==> src/rtl/map_fetch_pkg.sv <==
// map_fetch_pkg: chunk codes shared with the renderer and the map geometry
// shared with game logic.
package map_fetch_pkg;

  localparam int MAP_W      = 10;  // map width in tiles
  localparam int MAP_H      = 8;   // map height in tiles
  localparam int TILE_SHIFT = 5;   // 32 px tiles
  localparam int CHUNK_W    = 4;

  typedef enum logic [CHUNK_W-1:0] {
    PLAYER_UP    = 4'd0,
    PLAYER_DOWN  = 4'd1,
    PLAYER_LEFT  = 4'd2,
    PLAYER_RIGHT = 4'd3,
    BOX          = 4'd4,
    TARGET       = 4'd5,
    WALL         = 4'd6,
    GROUND       = 4'd7,
    SIDE         = 4'd8
  } chunk_e;

  // Codes that may legitimately come out of the level RAM; anything else
  // (player codes, SIDE, unassigned values) is drawn as ground.
  function automatic logic is_map_tile(input logic [CHUNK_W-1:0] code);
    return (code >= BOX) && (code <= GROUND);
  endfunction

endpackage

==> src/rtl/map_fetch_if.sv <==
// map_fetch_if: pixel stream in, map RAM read port, chunk stream out.
// The slave modport is the map_fetch view; master is the driving side.
interface map_fetch_if
  import map_fetch_pkg::*;
#(
  parameter int ADDR_W = 7
);
  logic [9:0]         pix_x;
  logic [8:0]         pix_y;
  logic               pix_valid;
  logic               hs_in;
  logic               vs_in;
  logic [3:0]         player_x;
  logic [2:0]         player_y;
  logic [1:0]         player_dir;
  logic [ADDR_W-1:0]  map_addr;
  logic [CHUNK_W-1:0] map_data;
  logic [CHUNK_W-1:0] chunk_type;
  logic               chunk_valid;
  logic               hs_out;
  logic               vs_out;

  modport slave (
    input  pix_x, pix_y, pix_valid, hs_in, vs_in,
    input  player_x, player_y, player_dir, map_data,
    output map_addr, chunk_type, chunk_valid, hs_out, vs_out
  );

  modport master (
    output pix_x, pix_y, pix_valid, hs_in, vs_in,
    output player_x, player_y, player_dir, map_data,
    input  map_addr, chunk_type, chunk_valid, hs_out, vs_out
  );
endinterface

==> src/rtl/map_fetch_sync_delay.sv <==
// map_fetch_sync_delay: fixed-depth shift register carrying the video
// control signals alongside the data pipeline. Reset loads RST_VAL into
// every stage so no stale sync survives a reset.
module map_fetch_sync_delay
  import map_fetch_pkg::*;
#(
  parameter int                DATA_W  = 3,
  parameter int                STAGES  = 2,
  parameter logic [DATA_W-1:0] RST_VAL = '0
) (
  input  logic              clk,
  input  logic              rstn,
  input  logic [DATA_W-1:0] d_i,
  output logic [DATA_W-1:0] q_o
);

  logic [DATA_W-1:0] pipe_q [STAGES];

  // Shift one stage per clock; stage 0 takes the live input.
  always_ff @(posedge clk) begin
    if (!rstn) begin
      for (int i = 0; i < STAGES; i++) pipe_q[i] <= RST_VAL;
    end else begin
      pipe_q[0] <= d_i;
      for (int i = 1; i < STAGES; i++) pipe_q[i] <= pipe_q[i-1];
    end
  end

  assign q_o = pipe_q[STAGES-1];

endmodule

==> src/rtl/map_fetch.sv <==
// map_fetch: turns the VGA pixel coordinate stream into one chunk code per
// pixel, reading the level map RAM and overlaying the player sprite.
// Latency is 2 clocks; sync/valid are delayed to match.
// Optional build macro MAP_FETCH_PLAYER_BLINK_EN: frame counter that hides
// the player on alternate 16-frame periods.
module map_fetch
  import map_fetch_pkg::*;
#(
  parameter int MAP_W      = map_fetch_pkg::MAP_W,
  parameter int MAP_H      = map_fetch_pkg::MAP_H,
  parameter int TILE_SHIFT = map_fetch_pkg::TILE_SHIFT,
  parameter int X0         = 160,
  parameter int Y0         = 112,
  parameter int ADDR_W     = 7
`ifdef MAP_FETCH_PLAYER_BLINK_EN
  ,
  parameter int BLINK_SHIFT = 4
`endif
) (
  input  logic        clk,
  input  logic        rstn,
  map_fetch_if.slave  bus
);

  localparam logic signed [10:0] X0_S    = 11'(X0);
  localparam logic signed [9:0]  Y0_S    = 10'(Y0);
  localparam logic signed [10:0] XSPAN_S = 11'(MAP_W << TILE_SHIFT);
  localparam logic signed [9:0]  YSPAN_S = 10'(MAP_H << TILE_SHIFT);

  // Final code selection, applied to the RAM word in stage 1.
  function automatic chunk_e select_code(input logic               in_map,
                                         input logic               hit,
                                         input logic [1:0]         dir,
                                         input logic [CHUNK_W-1:0] code);
    if (!in_map)          return SIDE;
    if (hit)              return chunk_e'({2'b00, dir});
    if (is_map_tile(code)) return chunk_e'(code);
    return GROUND;
  endfunction

  // Player position latched once per frame
  logic [3:0]        px_l_q, px_l_d;
  logic [2:0]        py_l_q, py_l_d;
  logic [1:0]        dir_l_q, dir_l_d;
  logic              vs_prev_q;
  logic              vs_fall;
  logic              show_player;

  // Stage 0 signals and stage 0 -> 1 registers
  logic signed [10:0] dx_p0;
  logic signed [9:0]  dy_p0;
  logic               in_map_p0;
  logic [3:0]         tx_p0;
  logic [2:0]         ty_p0;
  logic [ADDR_W-1:0]  addr_p0;
  logic               player_ok;
  logic               hit_p0;
  logic [ADDR_W-1:0]  addr_q, addr_d;
  logic               in_map_p1_q;
  logic               hit_p1_q;
  logic [1:0]         dir_p1_q;

  // Stage 1 -> 2 register
  chunk_e             chunk_p1_d;
  chunk_e             chunk_p2_q;

  assign vs_fall = vs_prev_q & ~bus.vs_in;

  // Load the player registers only at the start of vertical sync so a
  // mid-frame update from game logic never tears the image.
  always_comb begin
    px_l_d  = px_l_q;
    py_l_d  = py_l_q;
    dir_l_d = dir_l_q;
    if (vs_fall) begin
      px_l_d  = bus.player_x;
      py_l_d  = bus.player_y;
      dir_l_d = bus.player_dir;
    end
  end

  // Player latch and vsync edge detector.
  always_ff @(posedge clk) begin
    if (!rstn) begin
      px_l_q    <= '0;
      py_l_q    <= '0;
      dir_l_q   <= '0;
      vs_prev_q <= 1'b1;
    end else begin
      px_l_q    <= px_l_d;
      py_l_q    <= py_l_d;
      dir_l_q   <= dir_l_d;
      vs_prev_q <= bus.vs_in;
    end
  end

`ifdef MAP_FETCH_PLAYER_BLINK_EN
  logic [7:0] frame_q, frame_d;

  // Frame counter advances on every vsync falling edge.
  always_comb begin
    frame_d = frame_q;
    if (vs_fall) frame_d = frame_q + 8'd1;
  end

  // Frame counter register.
  always_ff @(posedge clk) begin
    if (!rstn) frame_q <= '0;
    else       frame_q <= frame_d;
  end

  assign show_player = ~frame_q[BLINK_SHIFT];
`else
  assign show_player = 1'b1;
`endif

  // ---- Stage 0: coordinate -> tile, RAM address, player hit ----
  assign dx_p0 = $signed({1'b0, bus.pix_x}) - X0_S;
  assign dy_p0 = $signed({1'b0, bus.pix_y}) - Y0_S;

  assign in_map_p0 = bus.pix_valid
                   && (dx_p0 >= 11'sd0) && (dx_p0 < XSPAN_S)
                   && (dy_p0 >= 10'sd0) && (dy_p0 < YSPAN_S);

  assign tx_p0   = 4'($unsigned(dx_p0) >> TILE_SHIFT);
  assign ty_p0   = 3'($unsigned(dy_p0) >> TILE_SHIFT);
  assign addr_p0 = ADDR_W'(32'(ty_p0) * MAP_W + 32'(tx_p0));

  // An off-map player position can never match a tile.
  assign player_ok = (32'(px_l_q) < MAP_W) && (32'(py_l_q) < MAP_H);
  assign hit_p0    = show_player && player_ok
                   && (tx_p0 == px_l_q) && (ty_p0 == py_l_q);

  // The address register doubles as the RAM's address stage; it holds
  // outside the map so the RAM is not exercised needlessly.
  always_comb begin
    addr_d = addr_q;
    if (in_map_p0) addr_d = addr_p0;
  end

  // Stage 0 -> 1 registers.
  always_ff @(posedge clk) begin
    if (!rstn) begin
      addr_q      <= '0;
      in_map_p1_q <= 1'b0;
      hit_p1_q    <= 1'b0;
      dir_p1_q    <= '0;
    end else begin
      addr_q      <= addr_d;
      in_map_p1_q <= in_map_p0;
      hit_p1_q    <= hit_p0;
      dir_p1_q    <= dir_l_q;
    end
  end

  assign bus.map_addr = addr_q;

  // ---- Stage 1: RAM word available, pick the chunk code ----
  assign chunk_p1_d = select_code(in_map_p1_q, hit_p1_q, dir_p1_q, bus.map_data);

  // Stage 1 -> 2 output register.
  always_ff @(posedge clk) begin
    if (!rstn) chunk_p2_q <= SIDE;
    else       chunk_p2_q <= chunk_p1_d;
  end

  assign bus.chunk_type = chunk_p2_q;

  // ---- Control delay line: valid, hsync, vsync ----
  logic [2:0] sync_p2;

  map_fetch_sync_delay #(
    .DATA_W  (3),
    .STAGES  (2),
    .RST_VAL (3'b011)
  ) u_sync_delay (
    .clk  (clk),
    .rstn (rstn),
    .d_i  ({bus.pix_valid, bus.hs_in, bus.vs_in}),
    .q_o  (sync_p2)
  );

  assign {bus.chunk_valid, bus.hs_out, bus.vs_out} = sync_p2;

endmodule
==> src/flat_wrapper.sv <==
// flat-port wrapper written by rule: the top's interface ports become plain ports
module map_fetch_flat import map_fetch_pkg::*;
#(
  parameter int MAP_W      = map_fetch_pkg::MAP_W,
  parameter int MAP_H      = map_fetch_pkg::MAP_H,
  parameter int TILE_SHIFT = map_fetch_pkg::TILE_SHIFT,
  parameter int X0         = 160,
  parameter int Y0         = 112,
  parameter int ADDR_W     = 7

)
  (clk, rstn, bus_pix_x, bus_pix_y, bus_pix_valid, bus_hs_in, bus_vs_in, bus_player_x, bus_player_y, bus_player_dir, bus_map_data, bus_map_addr, bus_chunk_type, bus_chunk_valid, bus_hs_out, bus_vs_out);
  map_fetch_if #(.ADDR_W(ADDR_W)) bus_i ();
  input  logic clk;
  input  logic rstn;
  input wire logic [$bits(bus_i.pix_x)-1:0] bus_pix_x;
  input wire logic [$bits(bus_i.pix_y)-1:0] bus_pix_y;
  input wire logic [$bits(bus_i.pix_valid)-1:0] bus_pix_valid;
  input wire logic [$bits(bus_i.hs_in)-1:0] bus_hs_in;
  input wire logic [$bits(bus_i.vs_in)-1:0] bus_vs_in;
  input wire logic [$bits(bus_i.player_x)-1:0] bus_player_x;
  input wire logic [$bits(bus_i.player_y)-1:0] bus_player_y;
  input wire logic [$bits(bus_i.player_dir)-1:0] bus_player_dir;
  input wire logic [$bits(bus_i.map_data)-1:0] bus_map_data;
  output wire logic [$bits(bus_i.map_addr)-1:0] bus_map_addr;
  output wire logic [$bits(bus_i.chunk_type)-1:0] bus_chunk_type;
  output wire logic [$bits(bus_i.chunk_valid)-1:0] bus_chunk_valid;
  output wire logic [$bits(bus_i.hs_out)-1:0] bus_hs_out;
  output wire logic [$bits(bus_i.vs_out)-1:0] bus_vs_out;
  assign bus_i.pix_x = bus_pix_x;
  assign bus_i.pix_y = bus_pix_y;
  assign bus_i.pix_valid = bus_pix_valid;
  assign bus_i.hs_in = bus_hs_in;
  assign bus_i.vs_in = bus_vs_in;
  assign bus_i.player_x = bus_player_x;
  assign bus_i.player_y = bus_player_y;
  assign bus_i.player_dir = bus_player_dir;
  assign bus_i.map_data = bus_map_data;
  assign bus_map_addr = bus_i.map_addr;
  assign bus_chunk_type = bus_i.chunk_type;
  assign bus_chunk_valid = bus_i.chunk_valid;
  assign bus_hs_out = bus_i.hs_out;
  assign bus_vs_out = bus_i.vs_out;
  map_fetch #(.MAP_W(MAP_W), .MAP_H(MAP_H), .TILE_SHIFT(TILE_SHIFT), .X0(X0), .Y0(Y0), .ADDR_W(ADDR_W)) u_core (.clk(clk), .rstn(rstn), .bus(bus_i));
endmodule
==> config.mk <==
export PLATFORM = sky130hd
export DESIGN_NAME = map_fetch_flat
export DESIGN_NICKNAME = d
export VERILOG_FILES = /design/src/rtl/map_fetch_pkg.sv /design/src/rtl/map_fetch_if.sv /design/src/rtl/map_fetch_sync_delay.sv /design/src/rtl/map_fetch.sv /design/src/flat_wrapper.sv
export SDC_FILE = /design/constraint.sdc
export NUM_CORES = 1
export LEC_CHECK = 0
export CELL_PAD_IN_SITES_DETAIL_PLACEMENT = 1
export CELL_PAD_IN_SITES_GLOBAL_PLACEMENT = 2
export CORE_UTILIZATION = 26
export CTS_CLUSTER_DIAMETER = 30
export DETAILED_ROUTE_END_ITERATION = 6
export PLACE_DENSITY_LB_ADDON = 0.12
export SETUP_SLACK_MARGIN = 0.05
export SLEW_MARGIN = 20
export SYNTH_ARGS = -nofsm -noshare
export SYNTH_HDL_FRONTEND = slang
export SYNTH_HIERARCHICAL = 1
export SYNTH_SLANG_ARGS = --single-unit
==> constraint.sdc <==
create_clock -name clk -period 2.5 [get_ports clk]
set_input_delay 0.5 -clock clk [delete_from_list [all_inputs] [get_ports clk]]
set_output_delay 0.5 -clock clk [all_outputs]
set_load 0.02 [all_outputs]
==> impl_metrics.env <==
export IMPL_nets=282
export IMPL_hold_ws_ns=0.415
export IMPL_cts_root_buf="clkbuf_8"
export IMPL_synthTopCellsByArea="dfxtp_1 40%, a21oi_1 6.5%, ha_1 6.5%"
export IMPL_final_cell_area_sq_um=2340
export IMPL_htreeDepth=2
export IMPL_grtUsageMet2_pct=25.7
export IMPL_crit_family="adder cells"
export IMPL_critPathKind="primary input to register"
export IMPL_power_w=0.00133
export IMPL_cp_start_kind="primary input"
export IMPL_ioPinCount=51
export IMPL_reg2reg_depth=3
export IMPL_antenna_found_initial=0
export IMPL_tightest_slew_ns=0.565
export IMPL_clock_sinks=31
export IMPL_synth_main_ff_cell="dfxtp_1"
export IMPL_track_usage_pct=14.3
export IMPL_layout_drive_gt1_share_pct=20.7
export IMPL_rows=27
export IMPL_clockBufferDepth=2
export IMPL_relSlewSlack_pct=62.3
export IMPL_fin_crit_sh_pct=94.7
export IMPL_insertedDiodeCount=0
export IMPL_hold_viol=0
export IMPL_worstHoldPathType="register to register"
export IMPL_core_area_sq_um=5610
export IMPL_drt_iter0_markers=29
export IMPL_place_inst=299
export IMPL_stdcell_count=309
export IMPL_crit_buf_inv=1
export IMPL_min_path_cells=1
export IMPL_crit_required_ns=2.64
export IMPL_cp_end_kind="register"
export IMPL_grt_max_degree=18
export IMPL_synth_edf_count=0
export IMPL_yosysSeqAreaShare_pct=40.2
export IMPL_grt_pass1_wl_um=6780
export IMPL_synth_seq_cells=31
export IMPL_report_final_slew_viol_count=0
export IMPL_avgSynthCellArea_sq_um=8.87
export IMPL_vias=1400
export IMPL_yosys_area_top_type="dfxtp_1"
export IMPL_fmax_ghz=0.422
export IMPL_crit_chain="clkdlybuf4s50_1, xor2_2, ha_1, ha_2, ha_4, nand2_1, a31o_2, a32oi_1, a311oi_2"
export IMPL_synth_area_sq_um=1540
export IMPL_fp_dieArea_sq_um=6250
export IMPL_status="completed"
export IMPL_grt_pass1_vias=1485
export IMPL_ys_warn_count=6
export IMPL_dp_hpwl_um=3290
export IMPL_yosysUniqueCellTypes=42
export IMPL_cts_tree="yes"
export IMPL_clock_skew_final_ns=0.00481
export IMPL_crit_fanout=2
export IMPL_routed_wirelength_um=4080
export IMPL_arrival_ns=2.50
export IMPL_rsz0062_at_grt="no"
export IMPL_gr_usage_met3_pct=3.68
export IMPL_syn_inst=174
export IMPL_area_delta_synth_final_pct=51.9
export IMPL_nFillCells=666
export IMPL_fin_crit_ns=2.37
export IMPL_p_leak_nw=0.946
export IMPL_clk_latency_ns=0.28
export IMPL_syn_nets=220
export IMPL_routedWlPerCell_um=13.2
export IMPL_ant_nets=0
export IMPL_synth_top_cell_area_share_pct=40.2
export IMPL_crit_cells=9
export IMPL_place_congestion=0.787
export IMPL_die_w_um=79.1
export IMPL_ir_worst_vdd_v=0.000238
export IMPL_use_met1_pct=16.2
export IMPL_grt_ovfl_total=0
export IMPL_setup_viol=0
export IMPL_die_h_um=79.1
export IMPL_synthArstFlopShare_pct=0
export IMPL_grt_most_used_layer="met2"
export IMPL_port_buffers=41
export IMPL_via_per_inst=4.53
export IMPL_drc=0
export IMPL_place_area_sq_um=2150
export IMPL_power_density_nw_per_um2=567
export IMPL_cts_buffers=5
export IMPL_first_pass_iters=4
export IMPL_drv_cap=0
export IMPL_critPathMaxStageDelay_ns=0.47
export IMPL_finalCoreUtilization_pct=41.8
export IMPL_crit_slowest_cell="clkdlybuf4s50_1"
export IMPL_start_util_pct=27.5
export IMPL_cts_clk_slew_worst_paths_ns=0.07
## synthesized netlist by cell type (2+ instances only)
master and count:
nor2_1 13, nand2b_1 11, nand3_1 3, and3b_1 2, a211oi_1 4, inv_1 7, a21oi_1 20, nand4_1 3
buf_4 3, o21ai_0 2, and2_1 4, buf_1 2, o21ai_1 2, a21o_1 4, xor2_1 6, nand2_1 21
xnor2_1 5, dfxtp_1 31, ha_1 8
## power by group
part	switching, W	internal [W]	total (W)
sequential	0.0000110	0.000517	0.000528
clock	0.000192	0.000250	0.000443
combinational	0.000171	0.000188	0.000359
## logic make-up after synthesis
family / after synthesis / share of synthesized area [%]
XOR/XNOR: 12 / 7.29
buffers and inverters: 16 / 4.78
AND/OR/NAND/NOR: 61 / 19.4
AO/OA/AOI/OAI: 43 / 19.1
flip-flops: 31 / 40.2
adder cells (fa/ha/maj): 11 / 9.16
## per-stage QoR
stage               setup slack (ns)  setup TNS [ns]
finish                         0.132               0
global route                  0.0725               0
CTS                           0.0646               0
detailed placement            -0.519           -1.79
global placement              -0.355           -1.22
floorplan                      0.240               0
## repair_timing
item	4_1_cts	5_1_grt
pin swaps	4	1
hold buffers	0	0
setup buffers	2	0
setup endpoints to repair	4	1
resized for setup	20	1
## registers in the layout (all words and copies together) (netlist names)
name and flops:
u_core/bus.chunk_type 4, u_core/bus.map_addr 7, u_core/dir_l_q 2, u_core/dir_p1_q 2, u_core/hit_p1_q 1, u_core/in_map_p1_q 1, u_core/px_l_q 4, u_core/py_l_q 3
u_core/u_sync_delay/pipe_q 6, u_core/vs_prev_q 1
## cells in the final DEF, fill, tap and decap left out, drive strengths merged, types with 4 or more instances in the layout
cell type	count
a211oi	4
a21o	4
a21oi	21
and2	4
buf	22
clkbuf	7
clkdlybuf4s50	36
dfxtp	31
dlygate4sd2	5
ha	8
inv	7
nand2	21
nand2b	11
nor2	13
o21ai	5
xnor2	5
xor2	7
## layer usage
metal,wire (um),share of wire (%)
met5,0,0
met4,60,1.5
met3,203,5.0
met2,2010,49
met1,1800,44
## layout make-up
class                           instances  area (sq um)  share of cell area, %
Sequential cell                        31           621                   26.5
Clock inverter                          1          7.51                  0.320
Timing Repair Buffer                   63           577                   24.6
Clock buffer                            7          96.3                   4.11
Inverter                                8          30.0                   1.28
Multi-Input combinational cell        127           923                   39.4
Tap cell                               72          90.1                   3.84
## final timing paths
path / slack [ns] / start / to
max: 0.13 / bus_pix_y[7] / u_core/bus.map_addr[6]
min: 0.42 / u_core/u_sync_delay/pipe_q[0][0] / u_core/u_sync_delay/pipe_q[0][3]
max reg2reg: 1.35 / u_core/vs_prev_q / u_core/px_l_q[3]
min reg2reg: 0.42 / u_core/u_sync_delay/pipe_q[0][0] / u_core/u_sync_delay/pipe_q[0][3]
No activity file was read; power rests on OpenSTA's default activity.
